### config.mk
export PLATFORM = sky130hd
export DESIGN_NAME = hex_display_scanner
export DESIGN_NICKNAME = d
export VERILOG_FILES = /design/src/rtl/hex_display_scanner_pkg.sv /design/src/rtl/hex_display_scanner_glyph_to_segments.sv /design/src/rtl/hex_display_scanner.sv
export SDC_FILE = /design/constraint.sdc
export NUM_CORES = 1
export LEC_CHECK = 0
export CAP_MARGIN = 15
export CORE_ASPECT_RATIO = 0.5
export CORE_UTILIZATION = 40
export CTS_CLUSTER_SIZE = 30
export DETAILED_ROUTE_END_ITERATION = 6
export PLACE_DENSITY = 0.63
export SYNTH_ARGS = -nofsm -noshare
export SYNTH_HDL_FRONTEND = slang
export SYNTH_SLANG_ARGS = --single-unit
export TNS_END_PERCENT = 1
### constraint.sdc
create_clock -name clk -period 2.9 [get_ports clk]
set_input_delay 0.58 -clock clk [delete_from_list [all_inputs] [get_ports clk]]
set_output_delay 0.58 -clock clk [all_outputs]
set_load 0.05 [all_outputs]
### src/rtl/hex_display_scanner_pkg.sv
// hex_display_scanner_pkg: glyph codes, segment constants and slot encoding shared by display drivers
package hex_display_scanner_pkg;
  localparam logic [4:0] GLYPH_DASH = 5'h10;
  localparam logic [4:0] GLYPH_UNDERSCORE = 5'h11;
  localparam logic [4:0] GLYPH_BLANK = 5'h12;
  localparam logic [4:0] GLYPH_TOP = 5'h13;
  localparam logic [4:0] GLYPH_LOW_O = 5'h14;
  localparam logic [4:0] GLYPH_HIGH_O = 5'h15;
  localparam logic [4:0] GLYPH_LEFT_ONE = 5'h16;
  localparam logic [4:0] GLYPH_DOUBLE_EL = 5'h17;
  localparam logic [7:0] SEG_OFF = 8'hFF;
  typedef enum logic [1:0] {S0, S1, S2} slot_t;
endpackage

### src/rtl/hex_display_scanner_glyph_to_segments.sv
// glyph_to_segments: combinational 5-bit glyph code to active-low {dp,g,f,e,d,c,b,a} decoder
module glyph_to_segments
  import hex_display_scanner_pkg::*;
(
  input  logic [4:0] code,
  output logic [7:0] seg
);
  always_comb begin
    seg = SEG_OFF;
    case (code)
      5'h00: seg = 8'hC0;
      5'h01: seg = 8'hF9;
      5'h02: seg = 8'hA4;
      5'h03: seg = 8'hB0;
      5'h04: seg = 8'h99;
      5'h05: seg = 8'h92;
      5'h06: seg = 8'h82;
      5'h07: seg = 8'hF8;
      5'h08: seg = 8'h80;
      5'h09: seg = 8'h90;
      5'h0A: seg = 8'h88;
      5'h0B: seg = 8'h83;
      5'h0C: seg = 8'hC6;
      5'h0D: seg = 8'hA1;
      5'h0E: seg = 8'h86;
      5'h0F: seg = 8'h8E;
      GLYPH_DASH: seg = 8'hBF;
      GLYPH_UNDERSCORE: seg = 8'hF7;
      GLYPH_BLANK: seg = SEG_OFF;
      GLYPH_TOP: seg = 8'hFE;
      GLYPH_LOW_O: seg = 8'hA3;
      GLYPH_HIGH_O: seg = 8'h9C;
      GLYPH_LEFT_ONE: seg = 8'hCF;
      GLYPH_DOUBLE_EL: seg = 8'hC9;
      default: seg = SEG_OFF;
    endcase
  end
endmodule

### src/rtl/hex_display_scanner.sv
// hex_display_scanner: 3-digit common-anode multiplexer with per-slot blanking and frame tick
// Optional LEADING_ZERO_BLANK_EN suppresses leading zeros on the two left digits.
module hex_display_scanner
  import hex_display_scanner_pkg::*;
#(
  parameter int TICKS_PER_DIGIT = 4000,
  parameter int BLANK_TICKS = 200
) (
  input  logic       clk,
  input  logic       reset,
  input  logic       enable,
  input  logic [4:0] hex2,
  input  logic [4:0] hex1,
  input  logic [4:0] hex0,
  output logic [7:0] seg,
  output logic [2:0] an,
  output logic       frame_tick
);
  localparam int TW = (TICKS_PER_DIGIT > 1) ? $clog2(TICKS_PER_DIGIT) : 1;
  slot_t slot;
  logic [TW-1:0] tick;
  logic [4:0] l2, l1, l0, c2, c1, c0, e2, e1, code;
  logic first, last;
  logic [7:0] dec;
  assign first = slot == S0 && tick == '0;
  assign last = tick == TW'(TICKS_PER_DIGIT - 1);
  // The first cycle of a frame decodes the codes being latched, so a frame never mixes old and new
  always_comb begin
    c2 = first ? hex2 : l2;
    c1 = first ? hex1 : l1;
    c0 = first ? hex0 : l0;
`ifdef LEADING_ZERO_BLANK_EN
    e2 = c2 == 5'h00 ? GLYPH_BLANK : c2;
    e1 = (c2 == 5'h00 && c1 == 5'h00) ? GLYPH_BLANK : c1;
`else
    e2 = c2;
    e1 = c1;
`endif
    code = slot == S2 ? e2 : slot == S1 ? e1 : c0;
  end
  glyph_to_segments u_dec (.code(code), .seg(dec));
  always_ff @(posedge clk) begin
    if (reset) begin
      tick <= '0;
      slot <= S0;
      {l2, l1, l0} <= {GLYPH_BLANK, GLYPH_BLANK, GLYPH_BLANK};
      seg <= SEG_OFF;
      an <= 3'b111;
      frame_tick <= 1'b0;
    end else begin
      tick <= last ? '0 : tick + 1'b1;
      if (last) slot <= slot == S0 ? S1 : slot == S1 ? S2 : S0;
      if (first) {l2, l1, l0} <= {hex2, hex1, hex0};
      frame_tick <= first;
      seg <= dec;
      an <= (int'(tick) < BLANK_TICKS || !enable) ? 3'b111 :
            slot == S0 ? 3'b110 : slot == S1 ? 3'b101 : 3'b011;
    end
  end
endmodule

==> results of run 1 <==
-- area by class of cell --
class | instances | area [µm²]
Clock buffer | 7 | 96.3
Clock inverter | 1 | 30.0
Fill cell | 418 | 2120
Inverter | 10 | 37.5
Multi-Input combinational cell | 174 | 1150
Sequential cell | 40 | 801
Tap cell | 66 | 82.6
Timing Repair Buffer | 36 | 340
-- registers in the layout, summed over array words and instances, names as in the netlist --
signal	cells
l2	5
slot	2
frame_tick	1
l1	5
l0	5
an	3
tick	12
seg	7
-- power groups by stage --
stage          sequential (mW)  clock (mW)  combinational, mW
3_3_place_gp             0.624           0              0.410
4_1_cts                  0.611       0.508              0.414
6_report                 0.611       0.499              0.414
5_1_grt                  0.616       0.534              0.453
3_5_place_dp             0.624           0              0.412
2_1_floorplan            0.686           0              0.234
-- Yosys cell counts (all sizes together), types with 2 or more instances --
cell type,instances
dfxtp,40
nand2,34
nor2,23
nand3,13
a21oi,11
o21ai,11
ha,10
inv,10
mux2i,9
xor2,7
buf,6
clkbuf,6
nand4,6
nor3,6
o211ai,6
xnor2,4
and2,3
mux2,3
nand2b,3
nor2b,3
a22oi,2
a31oi,2
and3,2
or2,2
-- final timing paths --
kind | to | slack, ps
max | seg[3] | 160
max reg2reg | seg[3] | 160
min reg2reg | l1[3] | 460
min | l1[3] | 460
-- through the flow --
| step | utilization | hold WS (ps) | instances | total power, mW |
|---|---|---|---|---|
| final | 0.545 | 456 | 334 | 1.52 |
| after detailed placement | 0.518 | 437 | 326 | 1.04 |
| after global placement | 0.518 | 437 | 326 | 1.03 |
| after global routing | 0.545 | 483 | 334 | 1.60 |
| after CTS | 0.545 | 454 | 334 | 1.53 |
| after floorplan | - | 414 | 236 | 0.920 |
-- cell families after synthesis --
group / Yosys count / share of synthesized area
compound gates: 41 / 0.138
xor+xnor: 11 / 0.0469
fa+ha+maj: 10 / 0.0609
buf+inv: 22 / 0.0494
flops: 40 / 0.390
mux: 12 / 0.0658
other cells: 1 / 0.00183
simple gates: 99 / 0.247
-- worst min-delay path, cell delays in order (launching register included) --
cell and delay (ps):
dfxtp_1 320, nand2_1 50, a21oi_1 50
-- routing by layer --
metal	share of wire	track usage
met4	0.0091	0.0469
met5	0	0
met3	0.034	0.0507
met2	0.46	0.284
met1	0.49	0.223
==> reports/metrics.yaml, run 1 <==
power_and_ir_drop:
  internal-power_mw: 1.07
  p_comb_frac: 0.272
  pwr-share-seq: 0.401
  power_density_nw_per_um2: 600
  p_switching_mw: 0.453
  leakagePower_nw: 1.03
  clockPowerShare: 0.328
  ir_drop_mv: 0.325
  switching_share: 0.297
clock_tree:
  insertion_delay_ps: 280
  post_cts_buffers: 0
  clkSinkCount: 40
  post_cts_resize_count: 0
  clock_path_buffers: 2
  cts_tree: "built"
  cts_root_buf: "clkbuf_8"
  numCtsBuffers: 5
  h-tree-depth: 2
  ctsHoldBuffers: 0
  clk_pin_slew_ps: 80
min_path:
  min_path_cells: 2
  hp-start: "l1[3]"
  hold_class: "reg -> reg"
placement:
  dp_slack_ps: 174
  dp_hpwl_um: 3110
  dpl_cell_area_um2: 2410
  placement.io_buffers: 28
  routabilityCongestion: 0.807
synthesis:
  ys_ff_latch: 40
  synth_edf_count: 0
  synth_nets: 264
  avgSynthCellArea_um2: 8.70
  synthDominantCellAreaShare: 0.390
  ys.flop_type: "dfxtp_1"
  yosys-top-cells-area: "dfxtp_1, nand2_1, ha_1"
  yosysWarnings: 0
  async_reset_ff_frac: 0
  synth_area_um2: 2050
  synth.largest_area_cell: "dfxtp_1"
  synth.distinct_cells: 46
  syn_inst: 236
  yosysSeqAreaShare: 0.390
sta:
  maxSlewViolCount: 0
  tns_ps: 0
  setup_viol: 0
  period_minus_slack_ps: 2740
  tightest_slew_ps: 607
  fin_crit_sh: 0.945
  rsz0062_at_grt: "false"
  hold_viol_final: 0
  setup_slack_ps: 161
  fmax_mhz: 365
  max_slew_margin: 0.595
  clock_skew_ps: 7.97
worst_setup_path:
  timing.rr.start: "tick[0]"
  cp-start-kind: "register"
  cp-end-kind: "register"
  cpPeakStageDelay_ps: 400
  crit_start: "tick[0]"
  arrival_ps: 2910
  reg2reg_depth: 10
  cp_slowest_cell: "a221o_1"
  worst-path-buf-inv: 1
  worst-path-max-fanout: 7
  crit_family: "compound AO/OA/AOI/OAI gates"
  path_class: "reg -> reg"
  critPathMostFrequentCell: "ha_1"
  crit_cells: 10
  path_cells: "inv_1 -> ha_1 -> nor4b_4 -> nand4_4 -> mux2_4 -> a221o_1 -> ha_1 -> mux2_2 -> o32ai_1 -> a21oi_1"
  critical_path_required_ps: 3070
global_route:
  track_usage: 0.174
  antenna_found_initial: 0
  grt_max_degree: 17
  grt_pass1_wl_um: 7080
  grt_remaining_overflow: 0
  grt_pass1_vias: 1502
cells_and_area:
  final_common_cell: "dfxtp_1"
  mostFrequentLayoutCells: "dfxtp_1, nand2_1, clkdlybuf4s50_1"
  fin_area_um2: 2540
  final_layout_size_suffix_gt1_frac: 0.108
  syn2layout_area_growth_pct: 23.6
  fin_nets: 295
  n_antenna_cell: 0
floorplan:
  die_w_um: 103
  dieArea_um2: 5440
  rows: 17
  dieHeight_um: 52.7
  core-area_um2: 4660
  io-pin-count: 30
  start_util: 0.441
drt:
  vias: 1690
  wl_per_cell_um: 12.6
  ant_nets: 0
  drc: 0
  drtPass1Iterations: 4
  routed_wl_um: 4200
  drt_iter0_drc: 50
  vias_per_cell: 5.06
job:
  cap_violations: 0
run_status:
  outcome: "finished clean"
Note: power is estimated with default switching activity, not from simulation.
==> run 2: changes to the inputs <==
Settings changed: PLACE_DENSITY 0.63 to 0.61.
Clock period 2.9 ns to 3.4 ns, I/O delays scaled along.
==> run 2 against run 1 <==
Against the previous run: clock skew decreased by 4.3 ps; maximum frequency decreased by 9.5%; final cell count decreased by 1.5%; cell area decreased by 2.8%; wire length decreased by 1.7%.
==> reports/metrics.yaml, run 2 (synthesis gave the netlist of run 1 again) <==
sta:
  fmax_mhz: 330  # was 365 MHz
  setup_viol: 0  # unchanged
  period_minus_slack_ps: 3030  # was 2740 ps
  max_slew_margin: 0.535  # was 0.595
  rsz0062_at_grt: "false"  # unchanged
  tightest_slew_ps: 693  # was 607 ps
  clock_skew_ps: 3.71  # was 7.97 ps
  hold_viol_final: 0  # unchanged
  tns_ps: 0  # unchanged
  maxSlewViolCount: 0  # unchanged
  fin_crit_sh: 0.890  # was 0.945
global_route:
  grt_max_degree: 21  # was 17
  grt_pass1_wl_um: 6850  # was 7080 µm
  grt_pass1_vias: 1486  # was 1502
  track_usage: 0.170  # was 0.174
  grtUsageMet1: 0.211  # was 0.223
  use_met3: 0.0600  # was 0.0507
  grt_remaining_overflow: 0  # unchanged
  grtUsageMet2: 0.280  # was 0.284
  grt-busiest-layer: "met2"  # unchanged
  antenna_found_initial: 0  # unchanged
floorplan:
  die_w_um: 103  # unchanged
  core-area_um2: 4660  # unchanged
  rows: 17  # unchanged
  dieArea_um2: 5440  # unchanged
  start_util: 0.441  # unchanged
  io-pin-count: 30  # unchanged
  dieHeight_um: 52.7  # unchanged
drt:
  drc: 0  # unchanged
  vias: 1656  # was 1690
  drtPass1Iterations: 5  # was 4
  wl_per_cell_um: 12.5  # was 12.6 µm
  ant_nets: 0  # unchanged
  drt_iter0_drc: 33  # was 50
  routed_wl_um: 4120  # was 4200 µm
  vias_per_cell: 5.03  # was 5.06
worst_setup_path:
  cp_slowest_cell: "mux2_4"  # was a221o_1
  cpPeakStageDelay_ps: 390  # was 400 ps
  path_class: "reg -> reg"  # unchanged
  cp-end-kind: "register"  # unchanged
  worst-path-max-fanout: 12  # was 7
  crit_family: "compound AO/OA/AOI/OAI gates"  # unchanged
  path_cells: "inv_1 -> ha_1 -> nor4b_4 -> nand4_4 -> mux2_4 -> a211oi_4 -> inv_1 -> ha_1 -> mux2_2 -> o32ai_1 -> a21oi_1"  # was inv_1 -> ha_1 -> nor4b_4 -> nand4_4 -> mux2_4 -> a221o_1 -> ha_1 -> mux2_2 -> o32ai_1 -> a21oi_1
  worst-path-buf-inv: 2  # was 1
  arrival_ps: 3200  # was 2910 ps
  crit_start: "tick[0]"  # unchanged
  timing.rr.start: "tick[0]"  # unchanged
  critical_path_required_ps: 3580  # was 3070 ps
  cp-start-kind: "register"  # unchanged
cells_and_area:
  mostFrequentLayoutCells: "dfxtp_1, nand2_1, clkdlybuf4s50_1"  # unchanged
  final_common_cell: "dfxtp_1"  # unchanged
  fin_nets: 290  # was 295
  syn2layout_area_growth_pct: 20.2  # was 23.6%
  regMostFlops: "tick"  # unchanged
  n_antenna_cell: 0  # unchanged
  top_regs: "tick: 12 flops, seg: 7 flops"  # unchanged
  largest_reg_flops: 12  # unchanged
  final_layout_size_suffix_gt1_frac: 0.0913  # was 0.108
  fin_cells: 329  # was 334
clock_tree:
  post_cts_buffers: 0  # unchanged
  cts_root_buf: "clkbuf_8"  # unchanged
  post_cts_resize_count: 0  # unchanged
  cts_tree: "built"  # unchanged
  numCtsBuffers: 5  # unchanged
  insertion_delay_ps: 290  # was 280 ps
  clk_pin_slew_ps: 80  # about the same
  ctsHoldBuffers: 0  # unchanged
  h-tree-depth: 2  # unchanged
  clkSinkCount: 40  # unchanged
  clock_path_buffers: 2  # unchanged
power_and_ir_drop:
  leakagePower_nw: 0.993  # was 1.03 nW
  p_total_mw: 1.19  # was 1.52 mW
  power_density_nw_per_um2: 480  # was 600 nW/µm²
  ir_drop_mv: 0.211  # was 0.325 mV
run_status:
  outcome: "finished clean"  # unchanged
min_path:
  hold_class: "reg -> reg"  # unchanged
  hp-start: "l1[0]"  # was l1[3]
placement:
  placed_cells: 321  # was 326
  dp_hpwl_um: 3020  # was 3110 µm
  routabilityCongestion: 0.815  # was 0.807
  placement.io_buffers: 28  # unchanged
job:
  cap_violations: 0  # unchanged
==> run 2: cell count changes in the layout (fill, tap and decap cells not counted), sizes merged <==
cell / previous run / this run
buf: 8 / 3
clkinv: 0 / 2
bufinv: 1 / 0
clkbuf: 7 / 6
==> run 2: final cells by class <==
| class | instances | area (µm²) |
|---|---|---|
| inverter | 10 | 37.5 |
| tap | 66 | 82.6 |
| timing repair buffer | 31 | 303 |
| multi-input combinational | 174 | 1150 |
| clock buffer | 6 | 82.6 |
| sequential | 40 | 801 |
| clock inverter | 2 | 10.0 |
| fill | 431 | 2190 |
==> run 2: stage by stage <==
stage / hold WS [ps] / area [µm²] / setup WS [ps] / utilization
4_1_cts: 456 / 2470 / 325 / 0.530
6_report: 451 / 2470 / 372 / 0.530
5_1_grt: 479 / 2470 / 117 / 0.530
3_5_place_dp: 440 / 2370 / 363 / 0.510
2_1_floorplan: 414 / 2050 / 637 / -
3_3_place_gp: 437 / 2370 / 485 / 0.510
==> run 2: report_power, final <==
| group | total [mW] | leakage (nW) | switching (mW) | internal (mW) |
|---|---|---|---|---|
| sequential | 0.522 | 0.328 | 0.0158 | 0.506 |
| combinational | 0.339 | 0.614 | 0.201 | 0.137 |
| clock | 0.325 | 0.0510 | 0.163 | 0.162 |
==> run 2: metal layers <==
metal  part of all wire  wire length [µm]  vias to the layer above
met5                  0                 0                        -
met1               0.50              2080                      769
met3              0.031               126                        7
met2               0.45              1870                       24
met4              0.012                48                        0
li1                   -                 -                      856
==> run 2: path summary, 6_finish.rpt <==
kind | to | slack, ps | cells past startpoint
setup reg to reg | seg[3] | 370 | 11
setup / recovery | seg[3] | 370 | 11
hold reg to reg | l1[0] | 450 | 2
hold / removal | l1[0] | 450 | 2
==> run 2: worst min-delay path: stages (launching register included) <==
cell and delay [ps]:
dfxtp_1 310, nand2_1 50, a21oi_1 50
